===== src/rtl/mipi_dsi_pkg.sv =====
// Shared definitions for the MIPI lane alignment controller: FSM encoding and default sizing.
// Pure declarations; no latency or flow control involved.
package mipi_dsi_pkg;

    localparam int DEF_LANES        = 2;
    localparam int DEF_SKEW_TIMEOUT = 8;

    typedef enum logic [1:0] {
        ST_IDLE      = 2'd0,
        ST_WAIT_SYNC = 2'd1,
        ST_ALIGNED   = 2'd2,
        ST_ERROR     = 2'd3
    } align_state_e;

endpackage


===== src/rtl/mipi_skew_timer.sv =====
// Inter-lane skew timer: counts byte_clk cycles since the first lane sync; expired is combinational from the count.
// Loads 1 on start, holds at SKEW_TIMEOUT (never wraps); no backpressure.
module mipi_skew_timer
    import mipi_dsi_pkg::*;
#(
    parameter int SKEW_TIMEOUT = DEF_SKEW_TIMEOUT
) (
    input  logic byte_clk,
    input  logic sys_rst_n,
    input  logic clear,
    input  logic start,
    input  logic enable,
    output logic expired
);

    localparam int CW = $clog2(SKEW_TIMEOUT + 1);
    localparam logic [CW-1:0] LIMIT = CW'(SKEW_TIMEOUT);
    localparam logic [CW-1:0] ONE   = CW'(1);

    logic [CW-1:0] cnt;

    always_ff @(posedge byte_clk) begin
        if (!sys_rst_n) begin
            cnt <= '0;
        end else if (clear) begin
            cnt <= '0;
        end else if (start) begin
            cnt <= ONE;
        end else if (enable && (cnt != LIMIT)) begin
            cnt <= cnt + ONE;
        end
    end

    assign expired = (cnt == LIMIT);

endmodule


===== src/rtl/mipi_lane_align_ctrl.sv =====
// Sequences HS lane sync into the multi-lane aligner; state and flags update one byte_clk after inputs, valid gating is combinational.
// No backpressure. Define MIPI_ALIGN_ERR_CNT_EN to build the saturating err_cnt counter (tied to 0 otherwise).
module mipi_lane_align_ctrl
    import mipi_dsi_pkg::*;
#(
    parameter int LANES        = DEF_LANES,
    parameter int SKEW_TIMEOUT = DEF_SKEW_TIMEOUT
) (
    input  logic             byte_clk,
    input  logic             sys_rst_n,
    input  logic [LANES-1:0] lane_hs_active,
    input  logic [LANES-1:0] lane_sync_det,
    input  logic [LANES-1:0] lanes_data_in_valid,
    input  logic             aligner_error,
    output logic [LANES-1:0] lanes_valid_gated,
    output logic             align_rst_n,
    output logic             align_done,
    output logic             skew_err,
    output logic [7:0]       err_cnt,
    output logic [1:0]       state_dbg
);

    align_state_e     state, state_nxt;
    logic [LANES-1:0] seen, seen_nxt, seen_upd;
    logic             skew_err_nxt;
    logic             tmr_clr, tmr_start, tmr_en, tmr_expired;

    mipi_skew_timer #(
        .SKEW_TIMEOUT (SKEW_TIMEOUT)
    ) u_skew_timer (
        .byte_clk  (byte_clk),
        .sys_rst_n (sys_rst_n),
        .clear     (tmr_clr),
        .start     (tmr_start),
        .enable    (tmr_en),
        .expired   (tmr_expired)
    );

    assign seen_upd = seen | lane_sync_det;

    always_comb begin
        state_nxt    = state;
        seen_nxt     = seen;
        skew_err_nxt = 1'b0;
        tmr_clr      = 1'b0;
        tmr_start    = 1'b0;
        tmr_en       = 1'b0;
        case (state)
            ST_IDLE: begin
                seen_nxt = '0;
                tmr_clr  = 1'b1;
                if (|lane_sync_det) begin
                    seen_nxt = lane_sync_det;
                    if (&lane_sync_det) begin
                        state_nxt = ST_ALIGNED;
                    end else begin
                        state_nxt = ST_WAIT_SYNC;
                        tmr_clr   = 1'b0;
                        tmr_start = 1'b1;
                    end
                end
            end
            ST_WAIT_SYNC: begin
                seen_nxt = seen_upd;
                tmr_en   = 1'b1;
                // Last lane arriving on the expiry cycle still counts as aligned.
                if (&seen_upd) begin
                    state_nxt = ST_ALIGNED;
                    tmr_clr   = 1'b1;
                end else if (tmr_expired) begin
                    state_nxt    = ST_ERROR;
                    seen_nxt     = '0;
                    skew_err_nxt = 1'b1;
                    tmr_clr      = 1'b1;
                end
            end
            ST_ALIGNED: begin
                tmr_clr = 1'b1;
                if (aligner_error) begin
                    state_nxt    = ST_ERROR;
                    seen_nxt     = '0;
                    skew_err_nxt = 1'b1;
                end else if (!(|lane_hs_active)) begin
                    state_nxt = ST_IDLE;
                    seen_nxt  = '0;
                end
            end
            ST_ERROR: begin
                tmr_clr  = 1'b1;
                seen_nxt = '0;
                if (!(|lane_hs_active)) begin
                    state_nxt = ST_IDLE;
                end
            end
            default: begin
                state_nxt = ST_IDLE;
                seen_nxt  = '0;
            end
        endcase
    end

    always_ff @(posedge byte_clk) begin
        if (!sys_rst_n) begin
            state       <= ST_IDLE;
            seen        <= '0;
            skew_err    <= 1'b0;
            align_rst_n <= 1'b0;
        end else begin
            state       <= state_nxt;
            seen        <= seen_nxt;
            skew_err    <= skew_err_nxt;
            align_rst_n <= (state_nxt == ST_WAIT_SYNC) || (state_nxt == ST_ALIGNED);
        end
    end

    assign align_done        = (state == ST_ALIGNED);
    assign state_dbg         = state;
    assign lanes_valid_gated = lanes_data_in_valid & seen;

`ifdef MIPI_ALIGN_ERR_CNT_EN
    logic [7:0] err_cnt_q;

    // Counts on the same edge that raises skew_err, so err_cnt already includes the pulse it shows with.
    always_ff @(posedge byte_clk) begin
        if (!sys_rst_n) begin
            err_cnt_q <= 8'd0;
        end else if (skew_err_nxt && (err_cnt_q != 8'hFF)) begin
            err_cnt_q <= err_cnt_q + 8'd1;
        end
    end

    assign err_cnt = err_cnt_q;
`else
    assign err_cnt = 8'd0;
`endif

endmodule


===== config.mk =====
export PLATFORM = sky130hd
export DESIGN_NAME = mipi_lane_align_ctrl
export DESIGN_NICKNAME = d
export VERILOG_FILES = /design/src/rtl/mipi_dsi_pkg.sv /design/src/rtl/mipi_skew_timer.sv /design/src/rtl/mipi_lane_align_ctrl.sv
export SDC_FILE = /design/constraint.sdc
export NUM_CORES = 1
export LEC_CHECK = 0
export BUFFER_PORTS_ARGS = -buffer_cell sky130_fd_sc_hd__buf_4
export CORE_MARGIN = 1.5
export CORE_UTILIZATION = 54
export DETAILED_ROUTE_END_ITERATION = 6
export GPL_ROUTABILITY_DRIVEN = 1
export GPL_TIMING_DRIVEN = 1
export PLACE_DENSITY = 0.82
export RECOVER_POWER = 100
export SKIP_CTS_REPAIR_TIMING = 1
export SLEW_MARGIN = 30
export SYNTH_ARGS = -nofsm -noshare
export SYNTH_HDL_FRONTEND = slang
export SYNTH_SLANG_ARGS = --single-unit

===== constraint.sdc =====
create_clock -name byte_clk -period 3.3 [get_ports byte_clk]
set_input_delay 0.66 -clock byte_clk [delete_from_list [all_inputs] [get_ports byte_clk]]
set_output_delay 0.66 -clock byte_clk [all_outputs]
set_load 0.01 [all_outputs]

==> insert_results.sql <==
INSERT INTO impl_metrics (metric_group, metric, value, unit) VALUES
('run_status', 'outcome', 'finished clean', ''),
('grt', 'maximum_number_of_pins_on_one_net_before_global_route_repair', '10', ''),
('detailed_routing', 'detail_route.iter0.violations', '18', ''),
('pwr', 'sequentialPowerShare', '0.420', ''),
('yosys', 'netlist.top_cell.by_area', 'dfxtp_1', ''),
('timing', 'fin_worst_skew', '0.00505', 'ns'),
('yosys', 'syn_avg_cell_area', '8.85', 'sq um'),
('cts', 'tritoncts_num_sinks', '10', ''),
('yosys', 'synthFlopType', 'dfxtp_1', ''),
('die', 'floorplan.initialDensity', '0.571', ''),
('yosys', 'synth_enable_flop_cells', '0', ''),
('cts', 'clk_root_buffer_cell', 'clkbuf_4', ''),
('critical_path', 'worst_path_max_stage_delay', '0.70', 'ns'),
('timing', 'setup_total_negative_slack', '0', 'ns'),
('timing', 'timing.final.hold_violations', '0', ''),
('timing', 'max_slew_margin', '0.492', ''),
('critical_path', 'path_class', 'flop to flop', ''),
('cts', 'cts_buffer_depth', '2', ''),
('yosys', 'syn-cell-area', '850', 'sq um'),
('pwr', 'post-layout-total-power', '331', 'uW'),
('detailed_routing', 'drt-pass1-iter-count', '4', ''),
('yosys', 'yosys.cell_types.count', '34', ''),
('finish', 'number_of_standard_cells_in_the_final_layout_excluding_fillers', '127', ''),
('detailed_routing', 'routed_wl', '1660', 'um'),
('critical_path', 'critical-path-top-delay-family', 'compound AO/OA/AOI/OAI gates', ''),
('grt', 'via_count_of_the_first_global_routing_pass', '665', ''),
('pwr', 'power.static_leakage', '0.415', 'nW'),
('timing', 'rsz0062_at_grt', 'no', ''),
('job', 'timing.max_cap.violations', '0', ''),
('pwr', 'p_int', '217', 'uW'),
('critical_path', 'worstPathCellList', 'inv_1 -> ha_1 -> a2111oi_0 -> o211ai_2 -> a21oi_2', ''),
('placement', 'place_hpwl', '1290', 'um'),
('yosys', 'synth_top_area_share', '0.236', ''),
('detailed_routing', 'ant_nets', '0', ''),
('timing', 'timing_max_transition_violations_final', '0', ''),
('critical_path', 'cp-startpoint', 'state_dbg[0]', ''),
('yosys', 'post_synth_main_area_contributors', 'dfxtp_1, ha_1, buf_4', ''),
('critical_path', 'startpoint_type', 'flop', ''),
('pwr', 'irDropWorstVdd', '0.000229', 'V'),
('critical_path', 'cp.buffers_inverters', '1', ''),
('yosys', 'synth_top_family_by_area', 'compound AO/OA/AOI/OAI gates', ''),
('cts', 'cts_tree', 'done', ''),
('finish', 'final_net_count', '131', ''),
('cts', 'cts.htree.levels', '1', ''),
('critical_path', 'setup.worst_path.end_class', 'flop', ''),
('yosys', 'postSynth.asyncResetShare', '0', ''),
('yosys', 'complex_gate_fraction_of_the_synthesized_area', '0.242', ''),
('min_path', 'min_path_type', 'flop to flop', ''),
('grt', 'globalRouteMet3Util', '0.0511', ''),
('finish', 'flow.area_growth_from_synthesis', '4.57', '%'),
('finish', 'drive_gt1_frac', '0.153', ''),
('grt', 'groute.layer.met2.usage', '0.336', ''),
('yosys', 'synth.ff_latch_count', '10', ''),
('timing', 'final_min_period', '1.96', 'ns'),
('cts', 'cts.clk_slew.worst_paths', '0.06', 'ns'),
('cts', 'clk_latency', '0.27', 'ns'),
('critical_path', 'worst_ep_required_time', '3.50', 'ns'),
('timing', 'maxClockFrequency', '0.511', 'GHz'),
('yosys', 'synth-seq-area-share', '0.236', ''),
('grt', 'grtUsageTotal', '0.204', ''),
('critical_path', 'crit_slowest_cell', 'a2111oi_0', ''),
('grt', 'globalRoute.busiestLayer', 'met2', ''),
('pwr', 'switching_share', '0.343', ''),
('die', 'core-area', '0.00149', 'sq mm'),
('yosys', 'postSynthCellCount', '96', ''),
('critical_path', 'r2r_start', 'state_dbg[0]', ''),
('critical_path', 'cp_max_fo', '9', ''),
('grt', 'grt_overflow_total', '0', ''),
('grt', 'number_of_antenna_violations_at_the_first_check_in_global_routing', '0', ''),
('grt', 'met1_usage', '0.234', ''),
('placement', 'place.detailed.instances', '124', '');
[layout by cell type, fill, tap and decap left out, types with 4 or more instances in the layout]
| cell type | netlist | routed |
|---|---|---|
| nand2_1 | 10 | 10 |
| dfxtp_1 | 10 | 10 |
| ha_1 | 9 | 9 |
| conb_1 | 1 | 8 |
| buf_4 | 8 | 8 |
| inv_1 | 7 | 7 |
| clkbuf_1 | 0 | 7 |
| nor2_1 | 5 | 5 |
| a21oi_1 | 5 | 5 |
| and2_1 | 4 | 4 |
| nand3_1 | 4 | 4 |
[cells by family (layout without fill, tap and decap cells)]
kind of cell             count (synthesis)  count (layout)
buffers and inverters                   17              25
AO/OA/AOI/OAI                           22              22
AND/OR/NAND/NOR                         33              33
XOR/XNOR                                 4               4
other                                    1               8
flip-flops                              10              10
adder cells (fa/ha/maj)                  9               9
[routing by layer]
metal	part of all wire	wire length (um)
met5	0	0
met4	0.019	32
met3	0.046	77
met2	0.50	837
met1	0.43	711
[power groups by stage]
stage / Sequential [mW] / Combinational (mW) / Clock (mW)
floorplan: 0.141 / 0.0996 / 0
global placement: 0.141 / 0.117 / 0
detailed placement: 0.142 / 0.122 / 0
CTS: 0.139 / 0.123 / 0.0857
global route: 0.140 / 0.120 / 0.0896
finish: 0.139 / 0.107 / 0.0843
[tightest hold or removal path: stages (launching register included)]
cell and delay, ns:
dfxtp_1 0.33, nand2_1 0.08, a21oi_2 0.05
[flip-flops by register name, summed over array words and instances, names as in the netlist]
signal            count
skew_err              1
u_skew_timer.cnt      4
align_rst_n           1
seen                  2
state_dbg             2
[cells in the mapped netlist (2+ instances only)]
cell and n:
nand2_1 10, and2_1 4, a21oi_1 5, a211oi_1 3
dfxtp_1 10, ha_1 9, inv_1 7, buf_4 8
o211a_1 3, xnor2_1 2, nor2b_1 2, xor2_1 2
nand2b_1 3, nand3_1 4, nor2_1 5
[stage by stage]
| stage | setup WS [ns] | utilization | cell area [sq um] | hold slack, ns |
|---|---|---|---|---|
| after floorplan | 1.52 | - | 876 | 0.478 |
| after global placement | 1.42 | 0.620 | 923 | 0.493 |
| after detailed placement | 1.38 | 0.620 | 923 | 0.501 |
| after CTS | 1.32 | 0.635 | 946 | 0.510 |
| after global routing | 1.17 | 0.597 | 888 | 0.535 |
| final | 1.34 | 0.597 | 888 | 0.509 |
[layout make-up]
cell class                 count  area [sq um]
clock buffer                   3          22.5
fill                         142           601
inverter                       7          26.3
multi-input combinational     76           533
sequential                    10           200
tap                           16          20.0
timing repair buffer          15          86.3
[path summary, 6_finish.rpt]
path                    endpoint  slack, ns  cells past startpoint
max          u_skew_timer.cnt[1]       1.34                      5
min          u_skew_timer.cnt[1]       0.51                      2
max reg2reg  u_skew_timer.cnt[1]       1.34                      5
min reg2reg  u_skew_timer.cnt[1]       0.51                      2
Power figures use the tool's default switching activity.
